### config.mk
export PLATFORM = sky130hd
export DESIGN_NAME = as_gpio_out_flat
export DESIGN_NICKNAME = d
export VERILOG_FILES = /design/src/rtl/as_gpio_out_if.sv /design/src/rtl/as_gpio_out.sv /design/src/flat_wrapper.sv
export SDC_FILE = /design/constraint.sdc
export NUM_CORES = 1
export LEC_CHECK = 0
export ABC_AREA = 1
export CAP_MARGIN = 40
export CORE_UTILIZATION = 50
export DETAILED_ROUTE_END_ITERATION = 7
export GPL_ROUTABILITY_DRIVEN = 0
export PLACE_DENSITY = 0.79
export SLEW_MARGIN = 0
export SYNTH_ARGS = -nofsm -noshare
export SYNTH_HDL_FRONTEND = slang
export SYNTH_SLANG_ARGS = --single-unit
### constraint.sdc
create_clock -name clk_i -period 7.6 [get_ports clk_i]
set_input_delay 1.52 -clock clk_i [delete_from_list [all_inputs] [get_ports clk_i]]
set_output_delay 1.52 -clock clk_i [all_outputs]
set_load 0.05 [all_outputs]
### src/rtl/as_gpio_out_if.sv
`default_nettype none
// ============================================================================
// Module   : as_gpio_out_if
// Purpose  : Store-request bus and paced GPIO strobe outputs of as_gpio_out.
// Revision : 1.0 - initial release
// ============================================================================
interface as_gpio_out_if #(
  parameter int NR_GPIOS        = 64,
  parameter int GPIO_ADDR_WIDTH = 4
);
  logic                       req_i;
  logic                       we_i;
  logic [GPIO_ADDR_WIDTH-1:0] addr_i;
  logic [NR_GPIOS-1:0]        wdata_i;
  logic                       ack_o;
  logic [NR_GPIOS-1:0]        rdata_o;
  logic [NR_GPIOS-1:0]        gpio_o;
  logic [GPIO_ADDR_WIDTH-1:0] gpioAddr_o;
  logic                       cs_o;

  modport master (
    output req_i, we_i, addr_i, wdata_i,
    input  ack_o, rdata_o, gpio_o, gpioAddr_o, cs_o
  );

  modport slave (
    input  req_i, we_i, addr_i, wdata_i,
    output ack_o, rdata_o, gpio_o, gpioAddr_o, cs_o
  );
endinterface
`default_nettype wire

### src/rtl/as_gpio_out.sv
`default_nettype none
// ============================================================================
// Module   : as_gpio_out
// Purpose  : FIFO-buffered GPIO output port replaying stores as paced strobes.
//            Optional shadow readback via `AS_GPIO_READBACK_EN.
// Revision : 1.0 - initial release
// ============================================================================
module as_gpio_out #(
  parameter int NR_GPIOS        = 64,
  parameter int GPIO_ADDR_WIDTH = 4,
  parameter int FIFO_DEPTH      = 4,
  parameter int STROBE_GAP      = 1
) (
  input  wire logic       clk_i,
  input  wire logic       rst_i,
  as_gpio_out_if.slave    bus
);
  localparam int c_ptr_w = $clog2(FIFO_DEPTH);
  localparam int c_cnt_w = c_ptr_w + 1;
  localparam int c_ent_w = GPIO_ADDR_WIDTH + NR_GPIOS;
  localparam int c_gap_w = (STROBE_GAP > 1) ? $clog2(STROBE_GAP) : 1;
  localparam logic [c_gap_w-1:0] c_gap_load =
    (STROBE_GAP > 0) ? c_gap_w'(STROBE_GAP - 1) : '0;

  typedef enum logic [1:0] {
    S_IDLE   = 2'd0,
    S_STROBE = 2'd1,
    S_GAP    = 2'd2
  } state_t;

  logic [c_ent_w-1:0]         r_mem [FIFO_DEPTH];
  logic [c_ptr_w-1:0]         r_wr_ptr, r_rd_ptr;
  logic [c_cnt_w-1:0]         r_count;
  state_t                     r_state, w_state_nxt;
  logic [c_gap_w-1:0]         r_gap, w_gap_nxt;
  logic                       w_pop, w_cs_nxt;
  logic                       r_ack, r_cs;
  logic [NR_GPIOS-1:0]        r_rdata, r_gpio, w_rd_val;
  logic [GPIO_ADDR_WIDTH-1:0] r_gpio_addr;

  wire logic w_empty = (r_count == '0);
  wire logic w_full  = (r_count == c_cnt_w'(FIFO_DEPTH));
  // Full is judged on the pre-edge count, so a same-edge pop never frees a slot.
  wire logic w_push  = bus.req_i & bus.we_i & ~w_full;
  wire logic w_rd    = bus.req_i & ~bus.we_i;

  always_ff @(posedge clk_i) begin
    if (w_push) r_mem[r_wr_ptr] <= {bus.addr_i, bus.wdata_i};
  end

  always_ff @(posedge clk_i or posedge rst_i) begin
    if (rst_i) begin
      r_wr_ptr <= '0;
      r_rd_ptr <= '0;
      r_count  <= '0;
    end else begin
      if (w_push) r_wr_ptr <= r_wr_ptr + c_ptr_w'(1);
      if (w_pop)  r_rd_ptr <= r_rd_ptr + c_ptr_w'(1);
      case ({w_push, w_pop})
        2'b10:   r_count <= r_count + c_cnt_w'(1);
        2'b01:   r_count <= r_count - c_cnt_w'(1);
        default: r_count <= r_count;
      endcase
    end
  end

`ifdef AS_GPIO_READBACK_EN
  logic [NR_GPIOS-1:0] r_shadow [2**GPIO_ADDR_WIDTH];

  always_ff @(posedge clk_i or posedge rst_i) begin
    if (rst_i) begin
      for (int i = 0; i < 2**GPIO_ADDR_WIDTH; i++) r_shadow[i] <= '0;
    end else if (w_push) begin
      r_shadow[bus.addr_i] <= bus.wdata_i;
    end
  end

  assign w_rd_val = r_shadow[bus.addr_i];
`else
  assign w_rd_val = NR_GPIOS'({r_count, w_full, w_empty});
`endif

  always_ff @(posedge clk_i or posedge rst_i) begin
    if (rst_i) begin
      r_ack   <= 1'b0;
      r_rdata <= '0;
    end else begin
      r_ack   <= w_push | w_rd;
      r_rdata <= w_rd ? w_rd_val : '0;
    end
  end

  always_comb begin
    w_state_nxt = r_state;
    w_gap_nxt   = r_gap;
    w_pop       = 1'b0;
    w_cs_nxt    = 1'b0;
    case (r_state)
      S_IDLE: begin
        if (!w_empty) begin
          w_pop       = 1'b1;
          w_cs_nxt    = 1'b1;
          w_state_nxt = S_STROBE;
        end
      end
      S_STROBE: begin
        if (STROBE_GAP == 0) begin
          if (!w_empty) begin
            w_pop    = 1'b1;
            w_cs_nxt = 1'b1;
          end else begin
            w_state_nxt = S_IDLE;
          end
        end else begin
          w_gap_nxt   = c_gap_load;
          w_state_nxt = S_GAP;
        end
      end
      S_GAP: begin
        // The last gap cycle doubles as an idle cycle to keep spacing at gap+1.
        if (r_gap == '0) begin
          if (!w_empty) begin
            w_pop       = 1'b1;
            w_cs_nxt    = 1'b1;
            w_state_nxt = S_STROBE;
          end else begin
            w_state_nxt = S_IDLE;
          end
        end else begin
          w_gap_nxt = r_gap - c_gap_w'(1);
        end
      end
      default: w_state_nxt = S_IDLE;
    endcase
  end

  always_ff @(posedge clk_i or posedge rst_i) begin
    if (rst_i) begin
      r_state     <= S_IDLE;
      r_gap       <= '0;
      r_cs        <= 1'b0;
      r_gpio      <= '0;
      r_gpio_addr <= '0;
    end else begin
      r_state <= w_state_nxt;
      r_gap   <= w_gap_nxt;
      r_cs    <= w_cs_nxt;
      if (w_pop) {r_gpio_addr, r_gpio} <= r_mem[r_rd_ptr];
    end
  end

  assign bus.ack_o      = r_ack;
  assign bus.rdata_o    = r_rdata;
  assign bus.gpio_o     = r_gpio;
  assign bus.gpioAddr_o = r_gpio_addr;
  assign bus.cs_o       = r_cs;
endmodule
`default_nettype wire
### src/flat_wrapper.sv
// flat-port wrapper written by rule: the top's interface ports become plain ports
module as_gpio_out_flat 
#(
  parameter int NR_GPIOS        = 64,
  parameter int GPIO_ADDR_WIDTH = 4,
  parameter int FIFO_DEPTH      = 4,
  parameter int STROBE_GAP      = 1
)
  (clk_i, rst_i, bus_req_i, bus_we_i, bus_addr_i, bus_wdata_i, bus_ack_o, bus_rdata_o, bus_gpio_o, bus_gpioAddr_o, bus_cs_o);
  as_gpio_out_if #(.NR_GPIOS(NR_GPIOS), .GPIO_ADDR_WIDTH(GPIO_ADDR_WIDTH)) bus_i ();
  input  wire logic clk_i;
  input  wire logic rst_i;
  input wire logic [$bits(bus_i.req_i)-1:0] bus_req_i;
  input wire logic [$bits(bus_i.we_i)-1:0] bus_we_i;
  input wire logic [$bits(bus_i.addr_i)-1:0] bus_addr_i;
  input wire logic [$bits(bus_i.wdata_i)-1:0] bus_wdata_i;
  output wire logic [$bits(bus_i.ack_o)-1:0] bus_ack_o;
  output wire logic [$bits(bus_i.rdata_o)-1:0] bus_rdata_o;
  output wire logic [$bits(bus_i.gpio_o)-1:0] bus_gpio_o;
  output wire logic [$bits(bus_i.gpioAddr_o)-1:0] bus_gpioAddr_o;
  output wire logic [$bits(bus_i.cs_o)-1:0] bus_cs_o;
  assign bus_i.req_i = bus_req_i;
  assign bus_i.we_i = bus_we_i;
  assign bus_i.addr_i = bus_addr_i;
  assign bus_i.wdata_i = bus_wdata_i;
  assign bus_ack_o = bus_i.ack_o;
  assign bus_rdata_o = bus_i.rdata_o;
  assign bus_gpio_o = bus_i.gpio_o;
  assign bus_gpioAddr_o = bus_i.gpioAddr_o;
  assign bus_cs_o = bus_i.cs_o;
  as_gpio_out #(.NR_GPIOS(NR_GPIOS), .GPIO_ADDR_WIDTH(GPIO_ADDR_WIDTH), .FIFO_DEPTH(FIFO_DEPTH), .STROBE_GAP(STROBE_GAP)) u_core (.clk_i(clk_i), .rst_i(rst_i), .bus(bus_i));
endmodule
==> flow_metrics.env <==
export IMPL_utilization_pct=60.4
export IMPL_port_buffers=146
export IMPL_grt_pass1_vias=9716
export IMPL_seq_area_frac_synth_pct=68.0
export IMPL_post_cts_setup_buffers=0
export IMPL_grt_use_total_pct=20.4
export IMPL_max_freq_mhz=270
export IMPL_final_layout_size_suffix_gt1_share_pct=5.03
export IMPL_power_density_cell_area_nw_per_um2=406
export IMPL_fin_skew_ns=0.0138
export IMPL_worstHoldPathType="register to register"
export IMPL_startpoint_type="input port"
export IMPL_p_seq_share_pct=37.4
export IMPL_antenna_left=0
export IMPL_htree_levels=2
export IMPL_critPathCaptureType="register"
export IMPL_power_leakage_uw=0.00830
export IMPL_grt_overflow=0
export IMPL_die_width_um=176
export IMPL_cts_tree="yes"
export IMPL_hold_depth=2
export IMPL_path_clk_slew_ns=0.06
export IMPL_worst_slack_ns=3.89
export IMPL_final_cell_area_um2=17900
export IMPL_start_util_pct=50.8
export IMPL_cp_startpoint="bus_req_i"
export IMPL_maxCapViolCount=0
export IMPL_path_class="input port to register"
export IMPL_worstHoldStart="u_core.bus.gpio_o[43]"
export IMPL_crit_arrival_ns=3.85
export IMPL_r2r_end="u_core.r_mem[2][43]"
export IMPL_antenna_found_initial=1
export IMPL_drcViolationCount=0
export IMPL_share_comb_of_total_power_pct=38.8
export IMPL_p_sw_uw=2920
export IMPL_rsz0062_at_grt="false"
export IMPL_place_area_um2=16700
export IMPL_rr_startpoint="u_core.r_count[0]"
export IMPL_ys_flop_type="edfxtp_1"
export IMPL_required_ns=7.74
export IMPL_relSlewSlack_pct=41.0
export IMPL_finalSetupViolCount=0
export IMPL_hpwl_um=18500
export IMPL_status="finished clean"
export IMPL_cts_inserted_buffers=36
export IMPL_worstPathMaxFanout=53
export IMPL_io_pins=206
export IMPL_avgSynthCellArea_um2=10.1
export IMPL_power_uw=7260
export IMPL_cts_buffer_depth=3
export IMPL_vdd_drop_max_v=0.000274
export IMPL_fillers=2269
export IMPL_grt_busiest_layer="met2"
export IMPL_gr_usage_met1_pct=24.3
export IMPL_avgRoutedWirePerCell_um=15.1
export IMPL_met2_usage_pct=37.5
export IMPL_clock_latency_ns=0.51
export IMPL_ys_ff_latch=355
export IMPL_synth_edf_count=272
export IMPL_totalWireLength_um=30800
export IMPL_grt_pass1_wl_um=48700
export IMPL_vias=9806
export IMPL_dp_worst_setup_slack_ns=3.37
export IMPL_final_cell_mix="nand2_1, inv_1, edfxtp_1, clkdlybuf4s50_1, nand3_1"
export IMPL_final_common_cell="nand2_1"
export IMPL_min_to="u_core.bus.gpio_o[43]"
export IMPL_fin_crit_sh_pct=48.8
export IMPL_p_int_uw=4330
export IMPL_holdBufCountCts=0
export IMPL_fp_dieH_um=176
export IMPL_synth_async_reset_ratio_pct=23.4
export IMPL_met3_usage_pct=2.97
export IMPL_min_period_ns=3.71
export IMPL_avgViaCountPerCell=4.81
export IMPL_fin_nets=1701
export IMPL_regArea_um2=10300
export IMPL_synth_area_um2=15100
export IMPL_ys_types=22
export IMPL_dieArea_um2=30800
export IMPL_tns_ns=0
export IMPL_grt_start_max_net_pins=82
export IMPL_area_growth_pct=18.8
export IMPL_coreArea_um2=29600
export IMPL_yosysWarnings=0
export IMPL_cts_sinks=355
export IMPL_hold_viol=0
export IMPL_clockRootBuffer="clkbuf_16"
export IMPL_cts_resized=0
export IMPL_rrSetupSlack_ns=4.85
export IMPL_rows=63
export IMPL_drt_pre_antenna_iters=5
export IMPL_switching_share_pct=40.3
export IMPL_tightestPinTransition_ns=0.885
export IMPL_p_clk_share_pct=23.8
export IMPL_syn_inst=1484
export IMPL_rr_worst_depth=5
export IMPL_slew_viol_final=0
export IMPL_dr_first_iter_drc_count=605
export IMPL_multi_input_area_um2=3220
==> logic make-up (layout without fill, tap and decap cells) <==
kind of cell	count (synthesis)	after routing	share of synthesized area [%]
other	1	60	0.0249
buffers and inverters	409	516	12.2
and+or+nand+nor	707	707	18.9
adders and majority gates	6	6	0.548
AOI/OAI and AO/OA	2	2	0.0665
xor gates and xnor gates	4	4	0.233
DFF	355	355	68.0
==> cells in the mapped netlist (2+ instances only) <==
cell / instances / area (um^2)
buf_2: 44 / 220
clkbuf_1: 8 / 30.0
ha_1: 5 / 62.6
buf_6: 2 / 22.5
nand4_1: 2 / 12.5
edfxtp_1: 272 / 8170
o21ai_0: 2 / 10.0
xnor2_1: 2 / 17.5
nor2_1: 9 / 33.8
nand3_1: 138 / 691
dfrtp_1: 83 / 2080
inv_1: 289 / 1080
buf_1: 2 / 7.51
inv_2: 2 / 7.51
xor2_1: 2 / 17.5
nand2_1: 555 / 2080
buf_4: 62 / 465
==> state kept, by name, summed over array words and instances (netlist names) <==
signal,cells
u_core.r_count,3
u_core.bus.rdata_o,5
u_core.r_mem,272
u_core.bus.cs_o,1
u_core.bus.gpio_o,64
u_core.r_rd_ptr,2
u_core.bus.gpioAddr_o,4
u_core.r_state,1
u_core.r_wr_ptr,2
u_core.bus.ack_o,1
==> worst max-delay path, stage by stage <==
cell and delay [ns]:
clkdlybuf4s50_1 0.53, nand3_1 0.46, nor2_4 0.56, buf_4 0.75
==> final cells by class <==
| type | instances | share of cell area (%) |
|---|---|---|
| Inverter | 291 | 6.13 |
| Multi-Input combinational cell | 778 | 18.0 |
| Antenna cell | 1 | 0.0140 |
| Clock buffer | 45 | 5.46 |
| Tap cell | 390 | 2.73 |
| Clock inverter | 19 | 1.03 |
| Sequential cell | 355 | 57.3 |
| Timing Repair Buffer | 161 | 9.30 |
==> how the worst max path moves through the flow <==
| stage | end | slack, ns |
|---|---|---|
| after floorplan | u_core.r_mem[0][0] | 2.50 |
| after global placement | u_core.r_mem[3][50] | 3.13 |
| after detailed placement | u_core.r_mem[2][66] | 3.37 |
| after CTS | u_core.r_mem[2][20] | 3.90 |
| after global routing | u_core.r_mem[2][20] | 3.75 |
| final | u_core.r_mem[2][43] | 3.89 |
==> routing by layer <==
metal	vias to the layer above	part of all wire (%)
li1	4748	-
met1	4680	40
met2	326	53
met3	52	5.4
met4	0	2.2
met5	-	0
==> stage by stage <==
stage               hold WS [ns]  std cells
finish                     0.476       2040
global route               0.503       2040
CTS                        0.482       2039
detailed placement         0.464       1975
global placement           0.465       1969
floorplan                  0.486       1542
==> power by group through the flow <==
stage | registers, uW | clock network (uW) | logic (uW)
floorplan | 3300 | 0 | 1440
global placement | 2770 | 0 | 2700
detailed placement | 2750 | 0 | 2840
CTS | 2710 | 1760 | 2850
global route | 2750 | 1830 | 3090
finish | 2710 | 1730 | 2820
Note: power is estimated with default switching activity, not from simulation.
